[config.mk]
export PLATFORM = sky130hd
export DESIGN_NAME = seq_skip_adder
export DESIGN_NICKNAME = d
export VERILOG_FILES = /design/src/rtl/seq_skip_adder.sv
export SDC_FILE = /design/constraint.sdc
export NUM_CORES = 1
export LEC_CHECK = 0
export BUFFER_PORTS_ARGS = -buffer_cell sky130_fd_sc_hd__buf_2
export CAP_MARGIN = 5
export CELL_PAD_IN_SITES_DETAIL_PLACEMENT = 1
export CELL_PAD_IN_SITES_GLOBAL_PLACEMENT = 2
export CORE_MARGIN = 1
export CORE_UTILIZATION = 36
export CTS_CLUSTER_DIAMETER = 100
export DETAILED_ROUTE_END_ITERATION = 7
export PLACE_DENSITY = 0.8
export SLEW_MARGIN = 20
export SYNTH_ARGS = -nofsm -noshare
export SYNTH_HDL_FRONTEND = slang
export SYNTH_SLANG_ARGS = --single-unit
[constraint.sdc]
create_clock -name clk -period 3.6 [get_ports clk]
set_clock_uncertainty 0.15 [all_clocks]
set_input_delay 0.54 -clock clk [delete_from_list [all_inputs] [get_ports clk]]
set_output_delay 0.54 -clock clk [all_outputs]
set_load 0.01 [all_outputs]
[src/rtl/seq_skip_adder.sv]
// Sequential block-serial adder: adds BLOCK bits per cycle over NB=WIDTH/BLOCK cycles.
// Define SEQ_SKIP_ADDER_OVF_EN to add the signed-overflow output ovf.
module seq_skip_adder #(
  parameter int WIDTH = 16,
  parameter int BLOCK = 4
) (
  input  logic             clk,
  input  logic             rst_n,
  input  logic             in_valid,
  output logic             in_ready,
  input  logic [WIDTH-1:0] a,
  input  logic [WIDTH-1:0] b,
  input  logic             cin,
  output logic             out_valid,
  input  logic             out_ready,
  output logic [WIDTH-1:0] sum,
  output logic             cout,
  output logic             bp
`ifdef SEQ_SKIP_ADDER_OVF_EN
  ,
  output logic             ovf
`endif
);

  localparam int NB = WIDTH / BLOCK;
  localparam int KW = (NB > 1) ? $clog2(NB) : 1;

  generate
    if (BLOCK < 1 || (WIDTH % BLOCK) != 0) begin : g_bad_cfg
      $error("seq_skip_adder: WIDTH must be a positive multiple of BLOCK");
    end
  endgenerate

  typedef enum logic [1:0] {S_IDLE, S_RUN, S_DONE} state_t;

  state_t           r_state, w_state_nx;
  logic [WIDTH-1:0] r_a, r_b, r_acc, r_sum;
  logic [KW-1:0]    r_k;
  logic             r_c, r_bp_acc, r_cout, r_bp, r_in_ready, r_out_valid;
  logic             r_ovf;

  logic [BLOCK-1:0] w_a_blk, w_b_blk;
  logic [BLOCK:0]   w_blk;
  logic [WIDTH-1:0] w_acc_nx;
  logic             w_p_blk, w_last, w_accept;

  assign w_accept = (r_state == S_IDLE) && r_in_ready && in_valid;
  assign w_last   = (r_k == KW'(NB - 1));
  assign w_a_blk  = r_a[r_k*BLOCK +: BLOCK];
  assign w_b_blk  = r_b[r_k*BLOCK +: BLOCK];
  assign w_blk    = {1'b0, w_a_blk} + {1'b0, w_b_blk} + {{BLOCK{1'b0}}, r_c};
  assign w_p_blk  = &(w_a_blk ^ w_b_blk);

  always_comb begin
    w_acc_nx = r_acc;
    w_acc_nx[r_k*BLOCK +: BLOCK] = w_blk[BLOCK-1:0];
  end

  always_ff @(posedge clk or negedge rst_n) begin
    if (!rst_n) r_state <= S_IDLE;
    else        r_state <= w_state_nx;
  end

  always_comb begin
    w_state_nx = r_state;
    case (r_state)
      S_IDLE:  if (w_accept) w_state_nx = S_RUN;
      S_RUN:   if (w_last) w_state_nx = S_DONE;
      S_DONE:  if (out_ready) w_state_nx = S_IDLE;
      default: w_state_nx = S_IDLE;
    endcase
  end

  // Handshake flags come from the next state so they are registered yet aligned.
  always_ff @(posedge clk or negedge rst_n) begin
    if (!rst_n) begin
      r_in_ready  <= 1'b0;
      r_out_valid <= 1'b0;
    end else begin
      r_in_ready  <= (w_state_nx == S_IDLE);
      r_out_valid <= (w_state_nx == S_DONE);
    end
  end

  always_ff @(posedge clk or negedge rst_n) begin
    if (!rst_n) begin
      r_a      <= '0;
      r_b      <= '0;
      r_acc    <= '0;
      r_k      <= '0;
      r_c      <= 1'b0;
      r_bp_acc <= 1'b0;
      r_sum    <= '0;
      r_cout   <= 1'b0;
      r_bp     <= 1'b0;
      r_ovf    <= 1'b0;
    end else begin
      case (r_state)
        S_IDLE: if (w_accept) begin
          r_a      <= a;
          r_b      <= b;
          r_c      <= cin;
          r_k      <= '0;
          r_acc    <= '0;
          r_bp_acc <= 1'b1;
        end
        S_RUN: begin
          r_acc    <= w_acc_nx;
          r_c      <= w_blk[BLOCK];
          r_bp_acc <= r_bp_acc & w_p_blk;
          if (!w_last) r_k <= r_k + KW'(1);
          else begin
            r_sum  <= w_acc_nx;
            r_cout <= w_blk[BLOCK];
            r_bp   <= r_bp_acc & w_p_blk;
            // carry into the MSB recovered as a^b^sum at that bit
            r_ovf  <= r_a[WIDTH-1] ^ r_b[WIDTH-1] ^ w_acc_nx[WIDTH-1] ^ w_blk[BLOCK];
          end
        end
        S_DONE: if (out_ready) begin
          r_sum  <= '0;
          r_cout <= 1'b0;
          r_bp   <= 1'b0;
          r_ovf  <= 1'b0;
        end
        default: ;
      endcase
    end
  end

  assign in_ready  = r_in_ready;
  assign out_valid = r_out_valid;
  assign sum       = r_sum;
  assign cout      = r_cout;
  assign bp        = r_bp;
`ifdef SEQ_SKIP_ADDER_OVF_EN
  assign ovf       = r_ovf;
`else
  logic w_unused_ovf;
  assign w_unused_ovf = r_ovf;
`endif

endmodule

* Word-level counts from Yosys, hierarchy flattened
Index checks and enable logic that the tools add are counted.
** Operators by class
- Add/sub/neg operators :: 4
- Equality and inequality tests :: 8
- Shift-type cells :: 4
- Multiplexer cells :: 22
- Bitwise operators :: 2
- Reductions and logical operators :: 11
** Operator list (number)
- 16-bit case mux with 2 select lines :: 2
- 16-bit 2-to-1 mux :: 3
- 4-bit negator with 34-bit output :: 1
- 4-bit by 34-bit variable shift with 16-bit output (first input constant) :: 1
- 4-bit by 34-bit indexed part select with 16-bit output :: 1
- 16-bit by 5-bit indexed part select with 4-bit output :: 2
- 16-bit bitwise mux :: 1
- 2-bit 2-to-1 mux :: 5
- 2-bit inequality test (second input constant) :: 4
- 1-bit case mux with 2 select lines :: 4
- 2-bit == test (second input constant) :: 3
- 2-bit case mux with 3 select lines :: 1
- 3-bit AND reduction :: 2
- 4-bit by 4-bit adder with 5-bit output :: 1
- 5-bit by 1-bit adder with 5-bit output :: 1
- 1-bit 2-to-1 mux :: 5
- 2-bit zero test :: 2
- 2-bit case mux with 2 select lines :: 1
- 2-bit AND reduction :: 2
- 4-bit AND reduction :: 1
- 2-bit nonzero test :: 2
- 4-bit XOR :: 1
- 2-bit by 1-bit adder with 2-bit output (second input constant) :: 1
- 2-bit by 1-bit == test with 1-bit output (second input constant) :: 1
- 2 further kinds :: 3
** Storage, ports and cells
- Register bits after elaboration :: 74
- Input port bits :: 37
- Output and inout bits :: 20
- Word-level logic and storage cells :: 63

* Logic depth before layout (Yosys ltp)
Gate-level depths: netlist of the first run.
- Depth in word-level cells :: 7
- Gate-level depth with buffers :: 8
- Mapped depth without buffers :: 7

* Worst setup path after synthesis of the first run
OpenSTA, ideal clock, no wires.
- Path kind :: flip-flop to flip-flop
- From :: reg r_k[0]
- To :: reg r_acc[5]
- Library setup time :: 127 ps
- Arrival time :: 2751 ps
- Required time :: 3323 ps
- Path slack :: 571 ps
- Cell stages (with the launch flop) :: 9
- Path buffers :: 1
- Period minus slack after synthesis :: 3029 ps
- Cell sequence :: dfrtp_1 buf_2 mux4_2 fa_1 fa_1 nor2b_1 and4_1 a21oi_1 o21ai_0
** Between the ends
- Longest elaborated chain between the ends :: 6
- Elaborated cells on any way between the ends :: 9
- Classes of those cells :: 3 x add/sub; 4 x shift; 2 x mux
** RTL lines
- from (decl) :: RTL line 38 : logic [KW-1:0] r_k;
- from (signal assigned) :: RTL line 111 : if (!w_last) r_k <= r_k + KW'(1);
- 16-bit by 5-bit indexed part select with 4-bit output, on equally long branches :: RTL line 49, 50
- 4-bit by 4-bit adder with 5-bit output :: RTL line 51 : assign w_blk = {1'b0, w_a_blk} + {1'b0, w_b_blk} + {{BLOCK{1'b0}}, r_c};
- 5-bit by 1-bit adder with 5-bit output :: RTL line 51
- 4-bit by 34-bit indexed part select with 16-bit output :: RTL line 56 : w_acc_nx[r_k*BLOCK +: BLOCK] = w_blk[BLOCK-1:0];
- 16-bit bitwise mux * :: RTL line 56
- 16-bit case mux with 2 select lines * :: RTL line 98 : case (r_state)
- to (signal assigned) :: RTL line 108 : r_acc <= w_acc_nx;
- to (decl) :: RTL line 37 : logic [WIDTH-1:0] r_a, r_b, r_acc, r_sum;
Every way passes the cells marked *; elsewhere a longest branch is shown, timed or not.
A chain may end at the register's enable or synchronous reset.

* Worst setup path after layout of the first run
Same ends and word-level chain as after synthesis.

==> metrics.yaml, run 1 <==
status:
  status: "finished clean"
timing:
  setup_tns_ns: 0
  setup_viol: 0
  min_period_ns: 3.05
  drv_slew: 0
  fmax_mhz: 328
  post-route-period-util: 0.846
  grt_setup_unrepaired: "no"
  tightest_slew_ns: 0.744
  maxSlewHeadroom: 0.504
  setup_slack_ns: 0.554
  final_hold_viol_count: 0
placement:
  gp_congestion: 0.822
  io_buffer_count: 56
  hpwl_mm: 6.18
  pre_cts_ws_ns: 0.547
clock_network:
  root_buffer: "clkbuf_8"
  h-tree-depth: 3
  clk_pin_slew_ns: 0.08
  cts_buffers: 9
  clock_sinks: 74
  ctsResizeCount: 0
  cts-hold-fix-buffers: 0
  cts_tree: "yes"
  clkLatencyLatePin_ns: 0.34
  cts_max_path_buffers: 2
  cts_setup_buffers: 0
worst_setup_path:
  reg2reg_from: "r_k[0]"
  critPathLaunchType: "register"
  path_class: "register to register"
  r2r-end: "r_acc[5]"
  crit_path_max_incr_delay_ns: 0.58
  path_common_cell: "fa_1"
  cpMaxStageDelayCell: "mux4_2"
  arrival_ns: 3.10
  path_max_fanout: 6
  path_cells: "mux4_2 > fa_1 > fa_1 > nor2b_1 > and4_1 > a21oi_1 > o21ai_0"
  rr_worst_depth: 7
  cp.required_ns: 3.65
  rrSetupSlack_ns: 0.55
  worstSetupEndpointType: "register"
synth:
  synth_cell_types: 40
  synthArstFlopShare: 1.00
  synth_nets: 370
  syn_area_um2: 3430
  synth_edf_count: 0
  ys.flop_type: "dfrtp_1"
  syn_inst: 321
  avgSynthCellArea_um2: 10.7
  yosysSeqAreaShare: 0.541
  synth_seq_cells: 74
  yosys_warnings: 0
grt:
  antenna_found_initial: 0
  grt_pass1_wl_mm: 15.0
  use_met2: 0.326
  gr-total-overflow: 0
  grt_pass1_vias: 2958
  grtUsageTotal: 0.195
  grt_max_degree: 46
  grtUsageMet3: 0.0415
  grt_most_used_layer: "met2"
  grtUsageMet1: 0.257
worst_hold_path:
  hold_class: "input pin to asynchronous set/reset pin"
finish:
  multi_input_area_um2: 1490
  utilization: 0.442
  area_delta_synth_final_pct: 19.2
  nFillCells: 1070
  final_cell_mix: "nand2_1 (104), dfrtp_1 (74), buf_2 (55)"
  num_antenna_cells: 0
  nets: 430
  final_common_cell: "nand2_1"
  drive_above_1_share: 0.239
  register_area_um2: 1850
flow_run:
  drv_cap: 0
pwr:
  leakage_nw: 2.04
  vdd.ir_drop.worst_uv: 305
  p_per_area_nw_per_um2: 982
detailed_routing:
  routed_wl_mm: 8.44
  drt-initial-drc-count: 71
  route.vias.total: 2615
  detail_route.vias_per_cell: 5.09
  antenna_left: 0
  drc_errors: 0
  firstDrtPassIters: 4
  post_drt_wl_per_cell_um: 16.4
floorplanning:
  die_width_um: 99.6
  dieArea_um2: 9910
  die_y_um: 99.6
  boundaryPins: 57
  coreArea_um2: 9240
  row_count: 35
  start_util: 0.371
power breakdown:
part	internal [mW]	switching [mW]	leakage, nW	total (mW)
sequential	1.18	0.239	0.972	1.42
combinational	0.754	1.11	0.956	1.87
clock	0.424	0.305	0.108	0.729
cells by family (layout without fill, tap and decap cells):
kind of cell / after synthesis / count (layout) / share of synthesized area
AO/OA/AOI/OAI: 66 / 66 / 0.146
multiplexers: 8 / 8 / 0.0526
AND/OR/NAND/NOR: 139 / 139 / 0.183
adder cells (fa/ha/maj): 12 / 12 / 0.0482
buffers and inverters: 21 / 85 / 0.0274
flip-flops: 74 / 74 / 0.541
XOR/XNOR: 1 / 1 / 0.00256
area by class of cell:
class                           count  share of cell area
Multi-Input combinational cell    226               0.364
Clock buffer                       11              0.0371
Timing Repair Buffer               62              0.0803
Tap cell                          129              0.0395
Sequential cell                    74               0.453
Inverter                            8             0.00735
Clock inverter                      4              0.0184
flip-flops by register name, indices dropped and copies added (netlist names), 2 cells and up:
| name | cells |
|---|---|
| sum | 16 |
| r_state | 2 |
| r_k | 2 |
| r_acc | 16 |
| r_a | 16 |
| r_b | 16 |
worst max-delay path: cells and delay by family (launching register included):
family          cells  cell delay (ns)
simple gates        2             0.40
compound gates      2             0.25
mux                 1             0.58
fa+ha+maj           2             0.98
flops               1             0.54
metrics by stage:
step                hold WS [ns]  instances  instance area, µm²  total power [mW]
detailed placement         0.315        499                3850              3.31
floorplan                 0.0944        321                3430              2.70
CTS                        0.222        514                4080              4.06
finish                    0.0480        514                4080              4.01
global placement           0.311        499                3850              3.24
global route              0.0940        514                4080              4.37
metal layers:
metal	vias to the layer above	wire [µm]
li1	1246	-
met1	1305	3890
met2	52	4140
met3	12	307
met4	0	99
met5	-	0
cell usage after synthesis, types with 2 or more instances:
cell / number / share of area
o21ai_0: 14 / 0.020
fa_1: 2 / 0.012
mux4_2: 8 / 0.053
nor2_1: 5 / 0.0055
a32o_1: 2 / 0.0058
a22oi_1: 3 / 0.0066
buf_2: 6 / 0.0088
and4_1: 2 / 0.0051
and3_1: 4 / 0.0073
inv_1: 8 / 0.0088
ha_1: 10 / 0.037
nor2b_1: 4 / 0.0073
nor3_2: 2 / 0.0058
nand3_1: 8 / 0.012
clkbuf_1: 6 / 0.0066
a22o_1: 14 / 0.036
o2bb2ai_1: 15 / 0.038
a31oi_1: 2 / 0.0037
a21oi_1: 6 / 0.0088
nand2_1: 104 / 0.11
a32oi_1: 4 / 0.010
dfrtp_1: 74 / 0.54
worst max-delay path by stage:
stage	startpoint	endpoint	slack (ns)	cells after the start
finish	r_k[0]	r_acc[5]	0.55	7
global placement	r_k[0]	r_acc[5]	0.62	7
CTS	r_k[0]	r_acc[5]	0.52	7
detailed placement	r_k[0]	r_acc[5]	0.55	7
floorplan	r_k[0]	r_acc[5]	0.57	8
global route	r_k[0]	r_acc[11]	0.32	7
Power figures use the tool's default switching activity.
==> run 2: changes to the inputs <==
==> constraint.sdc (replaced) <==
create_clock -name clk -period 3.1 [get_ports clk]
set_clock_uncertainty 0.15 [all_clocks]
set_input_delay 0.465 -clock clk [delete_from_list [all_inputs] [get_ports clk]]
set_output_delay 0.465 -clock clk [all_outputs]
set_load 0.01 [all_outputs]
==> run 2 against run 1 <==
Net effect:
- hold slack worse by 0.043 ns
- register-to-register slack worse by 0.38 ns
- routed wire length is 0.88% higher
- critical path depth stayed put
- highest routed layer unchanged
==> metrics.yaml, run 2 (synthesis gave the netlist of run 1 again) <==
clock_network:
  cts-hold-fix-buffers: 0  # unchanged
  cts_max_path_buffers: 2  # unchanged
  root_buffer: "clkbuf_8"
  clkLatencyLatePin_ns: 0.35  # about the same
  clk_pin_slew_ns: 0.08  # about the same
  clock_sinks: 74  # unchanged
  h-tree-depth: 3  # unchanged
  cts_buffers: 9  # unchanged
  cts_tree: "yes"
detailed_routing:
  post_drt_wl_per_cell_um: 16.5  # +0.68%
  route.vias.total: 2596  # -0.73%
  antenna_left: 0  # unchanged
  routed_wl_mm: 8.51  # +0.88%
  detail_route.vias_per_cell: 5.04  # -0.92%
  drt-initial-drc-count: 59  # -17%
  firstDrtPassIters: 4  # unchanged
  drc_errors: 0  # unchanged
worst_setup_path:
  path_cells: "mux4_2 > fa_1 > fa_1 > nor2b_1 > and4_1 > a21oi_1 > o21ai_0"
  cp.required_ns: 3.16  # -0.49 ns
  arrival_ns: 2.99  # -0.11 ns
  path_class: "register to register"
  path_common_cell: "fa_1"
  critPathLaunchType: "register"
  cpMaxStageDelayCell: "mux4_2"
  r2r-end: "r_acc[5]"
  critPathLaunch: "r_k[0]"
  reg2reg_from: "r_k[0]"
  worstSetupEndpointType: "register"
  crit_path_max_incr_delay_ns: 0.57  # about the same
  rr_worst_depth: 7  # unchanged
  path_max_fanout: 4  # -2
  rrSetupSlack_ns: 0.17  # -0.38 ns
  critPathCapture: "r_acc[5]"
pwr:
  switching_share: 0.418  # +0.00562
  p_per_area_nw_per_um2: 1140  # +16%
  p_comb_frac: 0.483  # +0.018
  total_power_mw: 4.65  # +16%
  leakage_nw: 2.04  # +0.36%
  pwr-share-seq: 0.350  # -0.003
  p_sw_mw: 1.95  # +18%
  clkPwrFrac: 0.167  # -0.015
  p_int_mw: 2.71  # +15%
  vdd.ir_drop.worst_uv: 356  # +17%
timing:
  final_hold_viol_count: 0  # unchanged
  tightest_slew_ns: 0.744  # -0.000350 ns
  setup_viol: 0  # unchanged
  maxSlewHeadroom: 0.504  # about the same
  drv_slew: 0  # unchanged
  setup_tns_ns: 0  # unchanged
  fmax_mhz: 341  # +4.0%
  min_period_ns: 2.93  # -0.116 ns
  post-route-period-util: 0.945  # +0.0991
  grt_setup_unrepaired: "no"
finish:
  nets: 431  # +0.23%
  num_antenna_cells: 0  # unchanged
  area_delta_synth_final_pct: 19.3  # about the same
  drive_above_1_share: 0.241  # +0.00197
  nFillCells: 1030  # -3.7%
  final_common_cell: "nand2_1"
  final_cell_mix: "nand2_1 (104), dfrtp_1 (74), buf_2 (56)"
grt:
  grt_max_degree: 47  # +2.2%
  grt_pass1_vias: 2832  # -4.3%
  grtUsageTotal: 0.195  # about the same
  antenna_found_initial: 0  # unchanged
  grt_pass1_wl_mm: 14.8  # -1.0%
  gr-total-overflow: 0  # unchanged
floorplanning:
  coreArea_um2: 9240  # unchanged
  row_count: 35  # unchanged
  die_width_um: 99.6  # unchanged
  dieArea_um2: 9910  # unchanged
  boundaryPins: 57  # unchanged
  start_util: 0.371  # unchanged
  die_y_um: 99.6  # unchanged
placement:
  gp_congestion: 0.852  # +3.6%
  io_buffer_count: 56  # unchanged
  hpwl_mm: 6.01  # -2.8%
status:
  status: "finished clean"
flow_run:
  drv_cap: 0  # unchanged
worst_hold_path:
  hold_class: "input pin to asynchronous set/reset pin"
run 2: cell types whose count changed in the layout (fill, tap and decap cells not counted), sizes merged:
cell and change:
buf +1, bufinv -1, clkbuf +2, clkinv +1, clkinvlp -2
run 2: layout make-up:
| cell class | instances | area [µm²] | share of cell area |
|---|---|---|---|
| clock buffers | 13 | 169 | 0.0413 |
| repair buffers | 63 | 345 | 0.0845 |
| inverters | 8 | 30.0 | 0.00735 |
| clock inverters | 2 | 35.0 | 0.00857 |
| flip-flops and latches | 74 | 1850 | 0.453 |
| well taps | 129 | 161 | 0.0395 |
| multi-input cells | 226 | 1490 | 0.366 |
run 2: power by group through the flow:
stage	combinational [mW]	clock, mW	sequential (mW)
after floorplan	1.52	0	1.61
after global placement	2.16	0	1.63
after detailed placement	2.23	0	1.64
after CTS	2.26	0.796	1.63
after global routing	2.53	0.834	1.68
final	2.25	0.775	1.63
run 2: worst max-delay path, delay by kind of cell (launching register included):
kind / cells / cell delay, ns
AND/OR/NAND/NOR: 2 / 0.40
flip-flops: 1 / 0.45
AO/OA/AOI/OAI: 2 / 0.28
adder cells (fa/ha/maj): 2 / 0.95
multiplexers: 1 / 0.57
run 2: worst min-delay path by stage:
stage,from,slack (ns),depth (start not counted),endpoint
4_1_cts,rst_n,0.03,1,sum[7]
3_5_place_dp,r_b[15],0.31,2,r_b[15]
6_report,rst_n,0.005,1,sum[1]
3_3_place_gp,r_a[13],0.31,2,r_a[13]
2_1_floorplan,rst_n,0.02,0,bp
5_1_grt,rst_n,0.06,1,sum[1]
run 2: layer usage:
layer | part of all wire | global-route usage
met1 | 0.47 | 0.255
met2 | 0.48 | 0.325
met3 | 0.029 | 0.0379
met4 | 0.016 | 0.0633
met5 | 0 | 0
run 2: metrics by stage:
stage	cells	util	instance area, µm²	hold WS, ns	worst slack [ns]
floorplan	321	-	3430	0.0194	0.0713
global placement	500	0.419	3870	0.306	0.240
detailed placement	500	0.419	3870	0.312	0.158
CTS	515	0.441	4080	0.0307	0.103
global route	515	0.442	4090	0.0610	0.0190
finish	515	0.442	4090	0.00513	0.170
run 2: what timing repair did:
action | CTS | global route
setup buffers | 0 | 0
resized for setup | 0 | 1
setup endpoints to repair | 0 | 4
